**config.mk**
```make
export PLATFORM = sky130hd
export DESIGN_NAME = pipeline_ctrl
export DESIGN_NICKNAME = d
export VERILOG_FILES = /design/src/rtl/pipeline_ctrl.sv
export SDC_FILE = /design/constraint.sdc
export NUM_CORES = 1
export LEC_CHECK = 0
export CORE_MARGIN = 1.5
export CORE_UTILIZATION = 60
export DETAILED_ROUTE_END_ITERATION = 8
export DONT_BUFFER_PORTS = 1
export PLACE_DENSITY = 0.76
export SLEW_MARGIN = 20
export SYNTH_ARGS = -nofsm -noshare
export SYNTH_HDL_FRONTEND = slang
export SYNTH_SLANG_ARGS = --single-unit
```
**constraint.sdc**
```tcl
create_clock -name clk -period 2.6 [get_ports clk]
set_clock_uncertainty 0.05 [all_clocks]
set_input_delay 0.13 -clock clk [delete_from_list [all_inputs] [get_ports clk]]
set_output_delay 0.13 -clock clk [all_outputs]
set_load 0.01 [all_outputs]
```
**src/rtl/pipeline_ctrl.sv**
```systemverilog
// Hazard and pipeline control for the 5-stage RV32I core: stage-valid tracking, load-use and
// data-memory wait stalls, branch flush, EX operand forwarding, memory-wait timeout and perf counters.
module pipeline_ctrl #(
  parameter int REG_ADDR_W  = 5,
  parameter int CNT_W       = 32,
  parameter int MEM_TIMEOUT = 255
) (
  input  logic                  clk,
  input  logic                  reset,
  input  logic [REG_ADDR_W-1:0] Rs1D,
  input  logic [REG_ADDR_W-1:0] Rs2D,
  input  logic [REG_ADDR_W-1:0] Rs1E,
  input  logic [REG_ADDR_W-1:0] Rs2E,
  input  logic [REG_ADDR_W-1:0] RdE,
  input  logic                  ResultSrcE_zero,
  input  logic                  PCSrcE,
  input  logic [REG_ADDR_W-1:0] RdM,
  input  logic [REG_ADDR_W-1:0] RdW,
  input  logic                  RegWriteM,
  input  logic                  RegWriteW,
  input  logic                  MemReqM,
  input  logic                  MemReadyM,
  output logic                  StallF,
  output logic                  StallD,
  output logic                  StallE,
  output logic                  StallM,
  output logic                  FlushD,
  output logic                  FlushE,
  output logic                  FlushW,
  output logic                  PCSrcQ,
  output logic [1:0]            ForwardAE,
  output logic [1:0]            ForwardBE,
  output logic [3:0]            valid,
  output logic                  mem_timeout,
  output logic [CNT_W-1:0]      cnt_retired,
  output logic [CNT_W-1:0]      cnt_stall,
  output logic [CNT_W-1:0]      cnt_flush
);

  localparam int WAIT_W = $clog2(MEM_TIMEOUT + 1);
  localparam logic [WAIT_W-1:0] WAIT_MAX  = WAIT_W'(MEM_TIMEOUT);
  localparam logic [WAIT_W-1:0] WAIT_LAST = WAIT_W'(MEM_TIMEOUT - 1);

  logic [3:0]        valid_q;
  logic [WAIT_W-1:0] wait_cnt;
  logic              timeout_q;
  logic              mem_stall;
  logic              lw_stall;
  logic              pcsrc_q;

  function automatic logic [CNT_W-1:0] sat_inc(input logic [CNT_W-1:0] c);
    return (&c) ? c : c + CNT_W'(1);
  endfunction

  // MEM result beats WB result when both hold the register being read
  function automatic logic [1:0] fwd_sel(input logic [REG_ADDR_W-1:0] rs);
    if (valid_q[2] && RegWriteM && (RdM != '0) && (RdM == rs))
      return 2'b10;
    else if (valid_q[3] && RegWriteW && (RdW != '0) && (RdW == rs))
      return 2'b01;
    else
      return 2'b00;
  endfunction

  always_comb begin
    mem_stall = valid_q[2] & MemReqM & ~MemReadyM;
    lw_stall  = valid_q[1] & valid_q[0] & ResultSrcE_zero & (RdE != '0) &
                ((RdE == Rs1D) | (RdE == Rs2D));
    pcsrc_q   = PCSrcE & valid_q[1];

    StallF = 1'b0;
    StallD = 1'b0;
    StallE = 1'b0;
    StallM = 1'b0;
    FlushD = 1'b0;
    FlushE = 1'b0;
    FlushW = 1'b0;
    if (reset) begin
      FlushD = 1'b1;
      FlushE = 1'b1;
      FlushW = 1'b1;
    end else if (mem_stall) begin
      // Whole pipe freezes; a pending redirect waits until memory answers
      StallF = 1'b1;
      StallD = 1'b1;
      StallE = 1'b1;
      StallM = 1'b1;
      FlushW = 1'b1;
    end else begin
      StallF = lw_stall;
      StallD = lw_stall;
      FlushD = pcsrc_q;
      FlushE = pcsrc_q | lw_stall;
    end

    PCSrcQ      = pcsrc_q;
    ForwardAE   = fwd_sel(Rs1E);
    ForwardBE   = fwd_sel(Rs2E);
    valid       = valid_q;
    mem_timeout = ~reset & (timeout_q | (mem_stall & (wait_cnt == WAIT_LAST)));
  end

  // Next-edge state: stage valids, wait counter, sticky timeout, perf counters
  always_ff @(posedge clk) begin
    if (reset) begin
      valid_q     <= '0;
      wait_cnt    <= '0;
      timeout_q   <= 1'b0;
      cnt_retired <= '0;
      cnt_stall   <= '0;
      cnt_flush   <= '0;
    end else begin
      if (mem_stall) begin
        valid_q[3] <= 1'b0;
      end else begin
        valid_q[0] <= FlushD ? 1'b0 : (StallD ? valid_q[0] : 1'b1);
        valid_q[1] <= FlushE ? 1'b0 : valid_q[0];
        valid_q[2] <= valid_q[1];
        valid_q[3] <= valid_q[2];
      end

      if (!mem_stall)
        wait_cnt <= '0;
      else if (wait_cnt != WAIT_MAX)
        wait_cnt <= wait_cnt + WAIT_W'(1);

      timeout_q <= mem_timeout;

      if (valid_q[3])
        cnt_retired <= sat_inc(cnt_retired);
      if (StallF)
        cnt_stall <= sat_inc(cnt_stall);
      if (pcsrc_q && !mem_stall)
        cnt_flush <= sat_inc(cnt_flush);
    end
  end

endmodule

```
**Yosys cells after proc, flatten, opt, wreduce, memory -nomap -nowiden**

Index checks and enable logic that the tools add are counted.

- Bits of input ports: 43
- Word-level logic and storage cells: 77
- Output and inout bits: 113
- Register bits: 109

- Bitwise operators: 18
- Reductions and logical operators: 22
- Equality and inequality tests: 9
- Muxes and demuxes: 16
- $add $sub $neg: 4

Operator list:

| cell | count |
|---|---|
| adder 32 x 1 -> 32 bit, second input constant | 3 |
| AND reduction 32 bit | 3 |
| == test 5 bit | 6 |
| nonzero test 5 bit | 3 |
| two-way mux 1 bit | 14 |
| bitwise AND 1 bit | 9 |
| logical AND 1 bit | 9 |
| adder 8 x 1 -> 8 bit, second input constant | 1 |
| == test 8 bit, second input constant | 1 |
| inequality test 8 bit, second input constant | 1 |
| AND reduction 2 bit | 4 |
| NOT 1 bit | 6 |
| two-way mux 2 bit | 2 |
| OR reduction 2 bit | 2 |
| OR 1 bit | 3 |
| inequality test 2 x 1 -> 1 bit, second input constant | 1 |
| logical NOT 1 bit | 1 |

**Logic depth before layout (Yosys ltp)**

Gate-level depths: netlist (run 1).

- Depth after elaboration: 8
- Gate-level depth with buffers: 10
- Gate-level depth less buffers: 7

**Least setup slack after synthesis (run 1)**

No wires, ideal clock.

- Path type: register -> register
- Start: register cnt_stall[8]
- End: register cnt_stall[28]
- Library setup time: 0.070 ns
- Data arrival time: 2.110 ns
- Required time: 2.480 ns
- Period minus slack after synthesis: 2.230 ns
- Cell stages (with the launch flop): 7
- Path buffers: 0
- Setup slack: 0.370 ns
- Path through: dfxtp_1 > and4_4 > nand4_4 > or3_4 > or3_4 > or4_1 > a21oi_1

- Word-level cells in the longest chain between the ends: 3
- Elaborated cells on any way between the ends: 4
- Those cells by class: 1 x add/sub; 1 x bitwise; 2 x reduce/logical

Ends and longest elaborated chain:

| item | line | source |
|---|---|---|
| start, declared | 36 | `output logic [CNT_W-1:0] cnt_stall,` |
| start signal, assigned | 132 | `cnt_stall <= sat_inc(cnt_stall);` |
| parallel branches: the longest is 3 deep, another holds adder 32 x 1 -> 32 bit | -- |  |

Parallel ways; which one is timed is not known.
A chain may end at the register's enable or synchronous reset.

**Final worst setup path (run 1)**

- Start: register cnt_stall[0]
- End: register cnt_stall[30]

The elaborated chain is that of the path after synthesis.

==> results of run 1 <==
kinds of logic (layout without fill, tap and decap cells):
group	count (synthesis)	after routing	synth area share, %
adder cells (fa/ha/maj)	5	5	1.11
buffers and inverters	38	66	2.79
multiplexers	9	9	1.77
flip-flops	109	109	38.6
XOR/XNOR	84	84	13.0
AND/OR/NAND/NOR	340	340	32.3
AO/OA/AOI/OAI	95	95	10.5
metal layers:
metal,global-route usage [%],wire (um)
met1,31.4,5770
met2,45.9,6470
met3,6.69,780
met4,8.45,227
met5,0,0
through the flow:
step / setup slack [ns] / hold WS, ns
finish: 0.163 / 0.0549
global route: 0.0210 / 0.0505
CTS: 0.176 / 0.0315
detailed placement: 0.192 / 0.157
global placement: 0.286 / 0.157
floorplan: 0.370 / 0.251
path summary, 6_finish.rpt:
kind                   endpoint  slack [ns]
setup / recovery  cnt_stall[30]        0.16
hold reg to reg       timeout_q        0.44
setup reg to reg  cnt_stall[30]        0.16
hold / removal    cnt_stall[10]        0.05
area by class of cell:
| type | count | area [um2] |
|---|---|---|
| timing repair buffer | 40 | 350 |
| multi-input combinational | 533 | 3310 |
| clock inverter | 6 | 77.6 |
| inverter | 10 | 37.5 |
| clock buffer | 10 | 138 |
| tap | 111 | 139 |
| sequential | 109 | 2180 |
| fill | 786 | 2960 |
report_power, final:
part / internal [mW] / switching, mW
Combinational: 0.0462 / 0.0722
Clock: 0.493 / 0.613
Sequential: 1.67 / 0.00835
Total: 2.21 / 0.694
registers in the layout, summed over array words and instances (netlist names):
register,flops
cnt_retired,32
valid,4
cnt_stall,32
wait_cnt,8
timeout_q,1
cnt_flush,32
worst max-delay path: cells and delay by family (launching register included):
kind                     cells  cell delay, ns
AND/OR/NAND/NOR              4            1.48
flip-flops                   1            0.49
adder cells (fa/ha/maj)      1            0.21
AO/OA/AOI/OAI                1            0.15
cell usage in the layout, fill, tap and decap left out, types with 2 or more instances in the layout:
cell type and n:
sky130_fd_sc_hd__nand4_1 29, sky130_fd_sc_hd__inv_8 2, sky130_fd_sc_hd__o2111ai_1 2, sky130_fd_sc_hd__inv_6 2, sky130_fd_sc_hd__dfxtp_1 109, sky130_fd_sc_hd__nor2_1 87, sky130_fd_sc_hd__nand2_1 41, sky130_fd_sc_hd__and3_1 24
sky130_fd_sc_hd__nor3_1 20, sky130_fd_sc_hd__and2_1 8, sky130_fd_sc_hd__nor4_1 13, sky130_fd_sc_hd__dlygate4sd3_1 2, sky130_fd_sc_hd__nand3_1 48, sky130_fd_sc_hd__inv_1 10, sky130_fd_sc_hd__o311ai_0 3, sky130_fd_sc_hd__nand3b_1 2
sky130_fd_sc_hd__clkbuf_8 10, sky130_fd_sc_hd__o21ai_0 22, sky130_fd_sc_hd__or4_1 16, sky130_fd_sc_hd__and4_1 18, sky130_fd_sc_hd__or3_1 18, sky130_fd_sc_hd__o31a_1 3, sky130_fd_sc_hd__mux2_2 8, sky130_fd_sc_hd__o41ai_1 3
sky130_fd_sc_hd__nand2b_1 2, sky130_fd_sc_hd__xor2_1 55, sky130_fd_sc_hd__a211oi_1 2, sky130_fd_sc_hd__buf_4 35, sky130_fd_sc_hd__a21oi_1 35, sky130_fd_sc_hd__buf_12 2, sky130_fd_sc_hd__xnor2_1 29, sky130_fd_sc_hd__or3_4 2
sky130_fd_sc_hd__nor2b_1 8, sky130_fd_sc_hd__ha_1 5, sky130_fd_sc_hd__o31ai_1 11, sky130_fd_sc_hd__o211ai_1 5, sky130_fd_sc_hd__a31oi_1 3
==> run_results.csv, run 1 <==
group,metric,value,unit
outcome,run_status,"finished clean",
route,drt_first_iter_violations,146,
floorplan,fp.dieArea,0.0100,mm2
route,remaining_drc_errors,0,
clocking,number_of_buffers_created_by_cts,9,
floorplan,rows,35,
synthesis,netlist.top_cell.by_area,"sky130_fd_sc_hd__dfxtp_1",
layout,post_route_cell_area,0.00624,mm2
sta,final-setup-viol-count,0,
placed_design,port_buffers,0,
floorplan,core_area,0.00920,mm2
route,firstDrtPassIters,4,
clocking,htreeDepth,3,
sta,timing_worst_slew_pin_value,0.721,ns
layout,antennaDiodeCount,0,
floorplan,die_w,100,um
route,ant_nets,0,
floorplan,start_util,61.5,%
global_routing,grt_pass1_vias,4834,
sta,setup_tns,0,ns
worst_setup_path,timing.rr.start,"cnt_stall[0]",
worst_setup_path,cp-start-kind,"register",
clocking,hold_fix_buffers_at_cts,3,
global_routing,grt_pass1_wl,21700,um
clocking,clock-root-buffer,"sky130_fd_sc_hd__clkbuf_8",
clocking,tritoncts_clock_tree,"built",
worst_setup_path,critical_path.startpoint,"cnt_stall[0]",
global_routing,grt_start_max_net_pins,104,
synthesis,synthesis.area,0.00565,mm2
power,power.total,2.91,mW
route,vias,5114,
floorplan,die_y,100,um
clocking,clkTransAtPathRegs,0.12,ns
placed_design,place.gp.congestion,0.880,
sta,finalHoldViolCount,0,
synthesis,postSynthNetCount,728,
route,route.detailed.wl_per_inst,16.2,um
hold_path,worst_hold_startpoint,"reset",
power,power.static_leakage,2.20,nW
synthesis,synth_async_sr_flop_share,0,%
worst_setup_path,cpMostUsedCell,"sky130_fd_sc_hd__or3_4",
placed_design,dp.cells,800,
power,cellPowerDensity,466,mW/mm2
clocking,insertion_delay,0.37,ns
synthesis,synth_sequential_area_ratio,38.6,%
synthesis,synth.ff_latch_count,109,
floorplan,floorplan.io_pins,156,
synthesis,synth_enable_flop_cells,0,
worst_setup_path,worstPathRequired,2.86,ns
worst_setup_path,cpMaxStageDelayCell,"sky130_fd_sc_hd__dfxtp_1",
sta,max_slew_margin,51.5,%
global_routing,number_of_antenna_violations_at_the_first_check_in_global_routing,0,
synthesis,yosys.cell_count.top_type,"sky130_fd_sc_hd__dfxtp_1",
route,avgViaCountPerCell,6.24,
sta,post-route-period-util,93.7,%
layout,finalNonFillerCells,819,
layout,final_layout_size_suffix_gt1_share,9.46,%
flow_run,cap_viol_max_count,0,
hold_path,worstHoldPathCells,2,
clocking,cts_setup_buffers,0,
sta,final_max_slew_viol_count,0,
synthesis,cell_types_with_the_largest_area_share_after_synthesis,"sky130_fd_sc_hd__dfxtp_1 (39%), sky130_fd_sc_hd__xor2_1 (8.5%), sky130_fd_sc_hd__nor2_1 (5.8%), sky130_fd_sc_hd__xnor2_1 (4.5%), sky130_fd_sc_hd__nand3_1 (4.2%)",
synthesis,synth_largest_type_area_fraction,38.6,%
clocking,cts.repair.resized,0,
placed_design,placedInstanceArea,0.00598,mm2
sta,timing.fmax,410,MHz
sta,rsz0062_at_grt,"no",
worst_setup_path,critPathKind,"register to register",
sta,fin_crit,2.44,ns
clocking,clock_path_buffers,2,
global_routing,grt_use_total,26.2,%
worst_setup_path,worstSetupEndpointType,"register",
synthesis,number_of_standard_cells_after_synthesis,680,
worst_setup_path,path_max_fanout,6,
synthesis,yosys_warnings,0,
layout,area.growth.synth_to_final,10.3,%
worst_setup_path,crit_path_cell_trace,"ha_1 > nand3_1 > or3_4 > or3_4 > or4_1 > a21oi_1",
layout,fin_nets,751,
clocking,clock_sinks,109,
placed_design,dp_hpwl,9490,um
worst_setup_path,slowest_delay,0.49,ns
layout,finish.utilization,67.8,%
worst_setup_path,arrival,2.70,ns
synthesis,post_synth_num_cell_types,46,
synthesis,synth.avg_cell_area,8.31,um2
synthesis,synthTopCellsByCount,"sky130_fd_sc_hd__dfxtp_1 (109), sky130_fd_sc_hd__nor2_1 (87), sky130_fd_sc_hd__xor2_1 (55)",
route,totalWireLength,13200,um
global_routing,grt-ovfl-total,0,
worst_setup_path,worstRegToRegCells,6,
power,power.ir.vdd_worst,0.273,mV
synthesis,yosys_most_used_dff,"sky130_fd_sc_hd__dfxtp_1",
hold_path,hold_class,"input port to register",
Note: power is estimated with default switching activity, not from simulation.
==> run 2, diff against run 1 <==
--- a/config.mk
+++ b/config.mk
@@ -5,6 +5,7 @@
 export SDC_FILE = /design/constraint.sdc
 export NUM_CORES = 1
 export LEC_CHECK = 0
+export ABC_AREA = 1
 export CORE_MARGIN = 1.5
 export CORE_UTILIZATION = 60
 export DETAILED_ROUTE_END_ITERATION = 8
==> run_results.csv, run 2 <==
group,metric,value,unit
worst_setup_path,arrival,2.46,ns
sta,timing_worst_slew_pin_value,0.669,ns
flow_run,cap_viol_max_count,0,
placed_design,placement.setup.worst_slack,0.436,ns
layout,finish.utilization,65.5,%
route,route.detailed.wl_per_inst,14.7,um
global_routing,grt_use_total,29.9,%
outcome,run_status,"finished clean",
floorplan,floorplan.io_pins,156,
worst_setup_path,crit_buf_inv,2,
synthesis,netlist.top_cell.by_area,"sky130_fd_sc_hd__dfxtp_1",
route,vias,6851,
power,power.ir.vdd_worst,0.437,mV
global_routing,grt_pass1_vias,6233,
sta,max_slew_margin,55.0,%
route,remaining_drc_errors,0,
clocking,clkTransAtPathRegs,0.07,ns
route,wl_met1,8280,um
worst_setup_path,critical_path.startpoint,"cnt_flush[0]",
synthesis,cell_types_with_the_largest_area_share_after_synthesis,"sky130_fd_sc_hd__dfxtp_1 (31%), sky130_fd_sc_hd__nand2_1 (18%), sky130_fd_sc_hd__nor2_1 (8.0%), sky130_fd_sc_hd__a21oi_1 (5.7%), sky130_fd_sc_hd__nand3_1 (5.7%)",
layout,area.growth.synth_to_final,7.07,%
route,totalWireLength,18400,um
clocking,cts.repair.resized,0,
placed_design,placedInstanceArea,0.00708,mm2
route,avgViaCountPerCell,5.49,
layout,layout_commonest_cell,"sky130_fd_sc_hd__nand2_1",
layout,nFillCells,1073,
worst_setup_path,ff2ff_setup_slack,0.39,ns
sta,finalHoldViolCount,0,
power,cellPowerDensity,451,mW/mm2
synthesis,postSynthNetCount,1148,
synthesis,synth.avg_cell_area,6.32,um2
clocking,clock-root-buffer,"sky130_fd_sc_hd__clkbuf_16",
power,power_report.internal_total,2.60,mW
sta,setup_tns,0,ns
synthesis,synth_async_sr_flop_share,0,%
layout,top_regs,"cnt_flush x32, cnt_retired x32, cnt_stall x32",
global_routing,grt_start_max_net_pins,67,
worst_setup_path,worstSetupEndpointType,"register",
synthesis,number_of_standard_cells_after_synthesis,1100,
layout,post_route_cell_area,0.00744,mm2
floorplan,core_area,0.0114,mm2
floorplan,die_w,111,um
route,routed-wl-met3,1250,um
synthesis,synthesis.area,0.00695,mm2
worst_setup_path,cpMostUsedCell,"sky130_fd_sc_hd__nand2_1",
sta,final-setup-viol-count,0,
global_routing,grt_pass1_wl,30500,um
route,ant_nets,0,
sta,whs,0.0271,ns
power,power.share.sequential,50.2,%
floorplan,fp.dieArea,0.0122,mm2
synthesis,synth_enable_flop_cells,0,
worst_setup_path,worstPathRequired,2.85,ns
synthesis,post_synth_num_cell_types,36,
clocking,tritoncts_clock_tree,"built",
layout,final_layout_size_suffix_gt1_share,7.78,%
route,drt_first_iter_violations,522,
worst_setup_path,critPathKind,"register to register",
sta,timing.fmax,452,MHz
placed_design,dp_hpwl,13400,um
sta,fin_crit,2.21,ns
floorplan,start_util,61.1,%
placed_design,place.gp.congestion,0.921,
synthesis,synth.ff_latch_count,109,
power,switching_power_total,0.759,mW
sta,finalWorstSetupSlack,0.389,ns
clocking,insertion_delay,0.36,ns
layout,finalNonFillerCells,1248,
clocking,clock_path_buffers,2,
worst_setup_path,crit_path_cell_trace,"ha_1 > nand2_1 > inv_1 > nand3_2 > nor2_1 > nand2_1 > nand2_2 > buf_4 > nor2_1 > nand2_1 > nand2_1 > nor2_1",
synthesis,yosys_most_used_dff,"sky130_fd_sc_hd__dfxtp_1",
worst_setup_path,slowest_delay,0.43,ns
clocking,htreeDepth,3,
synthesis,yosys.cell_count.top_type,"sky130_fd_sc_hd__nand2_1",
route,route.met2.wl,8470,um
power,power.total,3.36,mW
power,p_sw_share,22.6,%
worst_setup_path,cp-start-kind,"register",
worst_setup_path,path_max_fanout,23,
power,power.share.clock,45.3,%
placed_design,dp.cells,1230,
synthesis,yosys_warnings,0,
route,highest_layer,"met4",
route,firstDrtPassIters,5,
worst_setup_path,timing.critical_path.max_delay_family,"simple AND/OR/NAND/NOR gates",
global_routing,number_of_antenna_violations_at_the_first_check_in_global_routing,0,
placed_design,port_buffers,0,
sta,final_max_slew_viol_count,0,
layout,fin_nets,1148,
hold_path,hold_class,"input port to register",
clocking,clock_sinks,109,
clocking,number_of_buffers_created_by_cts,9,
global_routing,grt-ovfl-total,0,
sta,post-route-period-util,85.0,%
power,power.static_leakage,2.65,nW
worst_setup_path,timing.rr.start,"cnt_flush[0]",
synthesis,synth_largest_type_area_fraction,31.4,%
layout,antennaDiodeCount,0,
worst_setup_path,cpMaxStageDelayCell,"sky130_fd_sc_hd__dfxtp_1",
floorplan,die_y,111,um
sta,rsz0062_at_grt,"no",
power,power.combinational.fraction,4.5,%
floorplan,rows,39,
synthesis,synth_sequential_area_ratio,31.4,%
hold_path,worst_hold_startpoint,"MemReadyM",
synthesis,synthTopCellsByCount,"sky130_fd_sc_hd__nand2_1 (329), sky130_fd_sc_hd__nor2_1 (149), sky130_fd_sc_hd__dfxtp_1 (109)",
layout,layout.cells.most_common_list,"sky130_fd_sc_hd__nand2_1 (329), sky130_fd_sc_hd__nor2_1 (149), sky130_fd_sc_hd__dfxtp_1 (109)",
-- run 2: changes by cell type in the layout (fill, tap and decap cells not counted), moves of 19 or more --
cell                      before  now
sky130_fd_sc_hd__nand2_1      41  329
sky130_fd_sc_hd__inv_1        10   95
sky130_fd_sc_hd__nor2_1       87  149
sky130_fd_sc_hd__a21oi_1      35   79
sky130_fd_sc_hd__nand3_1      48   79
sky130_fd_sc_hd__and3_1       24    4
sky130_fd_sc_hd__nor3_1       20   39
-- run 2: worst paths after layout --
path | endpoint | depth (start not counted)
setup reg to reg | cnt_flush[24] | 12
hold reg to reg | timeout_q | 2
setup / recovery | cnt_flush[24] | 12
hold / removal | timeout_q | 3
-- run 2: power by group through the flow --
stage	Sequential, mW	Clock (mW)	Combinational (mW)
2_1_floorplan	1.72	0	0.122
3_3_place_gp	1.73	0	0.123
3_5_place_dp	1.73	0	0.124
4_1_cts	1.69	1.53	0.150
5_1_grt	1.69	1.59	0.171
6_report	1.69	1.52	0.150
-- run 2: cell type report --
type	instances	area, um2	area share (%)
multi-input combinational	857	4200	56.4
sequential	109	2180	29.3
inverter	103	387	5.19
clock buffer	10	239	3.21
tap	143	179	2.40
timing repair buffer	20	173	2.32
clock inverter	6	86.3	1.16
-- run 2: worst reg2reg max path, stage by stage, from the launching register on --
cell and delay (ns):
sky130_fd_sc_hd__dfxtp_1 0.43, sky130_fd_sc_hd__ha_1 0.20, sky130_fd_sc_hd__nand2_1 0.11, sky130_fd_sc_hd__inv_1 0.12, sky130_fd_sc_hd__nand3_2 0.10, sky130_fd_sc_hd__nor2_1 0.23, sky130_fd_sc_hd__nand2_1 0.10, sky130_fd_sc_hd__nand2_2 0.19
sky130_fd_sc_hd__buf_4 0.30, sky130_fd_sc_hd__nor2_1 0.12, sky130_fd_sc_hd__nand2_1 0.07, sky130_fd_sc_hd__nand2_1 0.05, sky130_fd_sc_hd__nor2_1 0.09
-- run 2: cell families (layout without fill, tap and decap cells) --
family	after synthesis	in the layout	synth area share, %
and+or+nand+nor	670	670	42.2
buffers and inverters	134	139	8.23
xor gates and xnor gates	65	65	8.19
AOI/OAI and AO/OA	117	117	9.14
adders and majority gates	5	5	0.900
DFF	109	109	31.4
-- run 2: timing repair --
action / 4_1_cts / 5_1_grt
buffers inserted: 0 / 0
hold endpoints to repair: 66 / 0
hold buffers: 2 / 0
setup endpoints to repair: 0 / 0
-- run 2: metal layers --
| layer | vias to the layer above | track usage, % |
|---|---|---|
| li1 | 3537 | - |
| met1 | 3052 | 39.4 |
| met2 | 230 | 47.8 |
| met3 | 32 | 7.35 |
| met4 | 0 | 10.9 |
| met5 | - | 0 |
==> run 3, diff against run 2 <==
--- a/config.mk
+++ b/config.mk
@@ -11,6 +11,7 @@
 export DETAILED_ROUTE_END_ITERATION = 8
 export DONT_BUFFER_PORTS = 1
 export PLACE_DENSITY = 0.76
+export RECOVER_POWER = 25
 export SLEW_MARGIN = 20
 export SYNTH_ARGS = -nofsm -noshare
 export SYNTH_HDL_FRONTEND = slang
==> constraint.sdc (replaced) <==
create_clock -name clk -period 2.6 [get_ports clk]
set_clock_uncertainty 0.05 [all_clocks]
set_input_delay 0.39 -clock clk [delete_from_list [all_inputs] [get_ports clk]]
set_output_delay 0.39 -clock clk [all_outputs]
set_load 0.01 [all_outputs]
==> run_results.csv, run 3 (synthesis results as in run 2) <==
group,metric,value,unit
sta,timing_worst_slew_pin_value,0.672,ns
worst_setup_path,arrival,1.87,ns
floorplan,die_y,111,um
hold_path,worstHoldPathCells,1,
layout,top_regs,"cnt_flush x32, cnt_retired x32, cnt_stall x32",
sta,post-route-period-util,88.7,%
route,remaining_drc_errors,0,
worst_setup_path,crit_buf_inv,2,
layout,final_layout_size_suffix_gt1_share,7.36,%
worst_setup_path,timing.rr.start,"valid[2]",
clocking,cts.repair.resized,0,
power,power.total,3.29,mW
hold_path,hold_class,"input port to register",
layout,layout_commonest_cell,"sky130_fd_sc_hd__nand2_1",
layout,final-seq-area,0.00218,mm2
layout,area.growth.synth_to_final,6.37,%
route,ant_nets,0,
clocking,hold_fix_buffers_at_cts,0,
sta,rsz0062_at_grt,"no",
layout,area_taken_by_multi_input_logic_gates,0.00420,mm2
worst_setup_path,timing.critical_path.max_delay_family,"simple AND/OR/NAND/NOR gates",
worst_setup_path,critPathKind,"register to output port",
route,wl_met1,7850,um
floorplan,floorplan.io_pins,156,
flow_run,cap_viol_max_count,0,
sta,max_slew_margin,54.8,%
power,power.static_leakage,2.62,nW
power,power.ir.vdd_worst,0.437,mV
floorplan,core_area,0.0114,mm2
worst_setup_path,cp-start-kind,"register",
global_routing,number_of_antenna_violations_at_the_first_check_in_global_routing,0,
worst_setup_path,worstPathRequired,2.16,ns
route,firstDrtPassIters,6,
sta,fin_crit,2.31,ns
sta,timing.fmax,433,MHz
hold_path,worst_hold_startpoint,"reset",
worst_setup_path,crit_path_cell_trace,"nand2_1 > nor2_1 > inv_1 > nor2_2 > inv_2 > nand2_2",
clocking,cts_setup_buffers,0,
power,cellPowerDensity,445,mW/mm2
clocking,tritoncts_clock_tree,"built",
worst_setup_path,worstSetupEndpointType,"output port",
clocking,number_of_buffers_created_by_cts,9,
global_routing,grt-ovfl-total,0,
clocking,clock-root-buffer,"sky130_fd_sc_hd__clkbuf_16",
global_routing,grt_use_total,29.7,%
layout,fin_nets,1145,
worst_setup_path,path_max_fanout,15,
clocking,clock_sinks,109,
sta,final_max_slew_viol_count,0,
placed_design,place.gp.congestion,0.910,
route,avgViaCountPerCell,5.53,
global_routing,grt_pass1_wl,30400,um
route,vias,6872,
worst_setup_path,cpMaxStageDelayCell,"sky130_fd_sc_hd__dfxtp_1",
layout,layout.cells.most_common_list,"sky130_fd_sc_hd__nand2_1 (329), sky130_fd_sc_hd__nor2_1 (149), sky130_fd_sc_hd__dfxtp_1 (109)",
worst_setup_path,critical_path.startpoint,"valid[2]",
route,route.met2.wl,8460,um
route,totalWireLength,18000,um
clocking,htreeDepth,3,
route,drt_first_iter_violations,437,
floorplan,fp.dieArea,0.0122,mm2
placed_design,port_buffers,0,
outcome,run_status,"finished clean",
global_routing,grt_start_max_net_pins,70,
clocking,insertion_delay,0.36,ns
clocking,clkTransAtPathRegs,0.07,ns
floorplan,start_util,61.1,%
sta,finalHoldViolCount,0,
route,routed-wl-met3,1300,um
sta,final-setup-viol-count,0,
sta,setup_tns,0,ns
layout,nFillCells,1079,
floorplan,die_w,111,um
layout,antennaDiodeCount,0,
floorplan,rows,39,
global_routing,grt_pass1_vias,6317,
route,highest_layer,"met4",
placed_design,dp_hpwl,13400,um
worst_setup_path,timing.critical_path.depth,6,
clocking,clock_path_buffers,2,
route,route.detailed.wl_per_inst,14.5,um
worst_setup_path,slowest_delay,0.44,ns
worst_setup_path,worstRegToRegCells,9,
==> run 3: cell types whose count changed in the layout (fill, tap and decap cells not counted) <==
| cell | before | now |
|---|---|---|
| sky130_fd_sc_hd__clkinvlp_4 | 1 | 0 |
| sky130_fd_sc_hd__buf_12 | 0 | 1 |
| sky130_fd_sc_hd__clkinv_2 | 2 | 1 |
| sky130_fd_sc_hd__clkbuf_1 | 0 | 1 |
| sky130_fd_sc_hd__dlygate4sd3_1 | 1 | 0 |
| sky130_fd_sc_hd__buf_16 | 1 | 0 |
| sky130_fd_sc_hd__buf_4 | 18 | 15 |
==> run 3: stage by stage <==
stage	util, %	hold slack (ns)	setup WS, ns	std cells	cell area (um2)
6_report	65.0	0.0558	0.293	1243	7390
3_5_place_dp	62.3	0.415	0.344	1229	7090
4_1_cts	65.1	0.0371	0.285	1243	7400
2_1_floorplan	-	0.386	0.610	1100	6950
3_3_place_gp	62.3	0.394	0.462	1229	7090
5_1_grt	65.0	0.0430	0.0876	1243	7390
==> run 3: final cells by class <==
cell class | instances | area share, %
Tap cell | 143 | 2.42
Multi-Input combinational cell | 857 | 56.8
Clock buffer | 10 | 3.23
Clock inverter | 4 | 0.998
Timing Repair Buffer | 17 | 1.84
Inverter | 103 | 5.23
Sequential cell | 109 | 29.5
==> run 3: path summary, 6_finish.rpt <==
kind | endpoint | slack, ns
min reg2reg | timeout_q | 0.43
max reg2reg | cnt_stall[16] | 0.33
min | cnt_retired[9] | 0.06
max | StallD | 0.29
==> run 3: routing by layer <==
| metal | global-route usage (%) | vias to the layer above |
|---|---|---|
| li1 | - | 3531 |
| met1 | 38.4 | 3090 |
| met2 | 47.7 | 218 |
| met3 | 8.18 | 33 |
| met4 | 10.7 | 0 |
| met5 | 0 | - |
==> run 3: power by group <==
part / switching, mW / internal [mW] / total, mW
clock network: 0.617 / 0.860 / 1.48
registers: 0.0119 / 1.68 / 1.69
logic: 0.0788 / 0.0482 / 0.127
total: 0.708 / 2.58 / 3.29
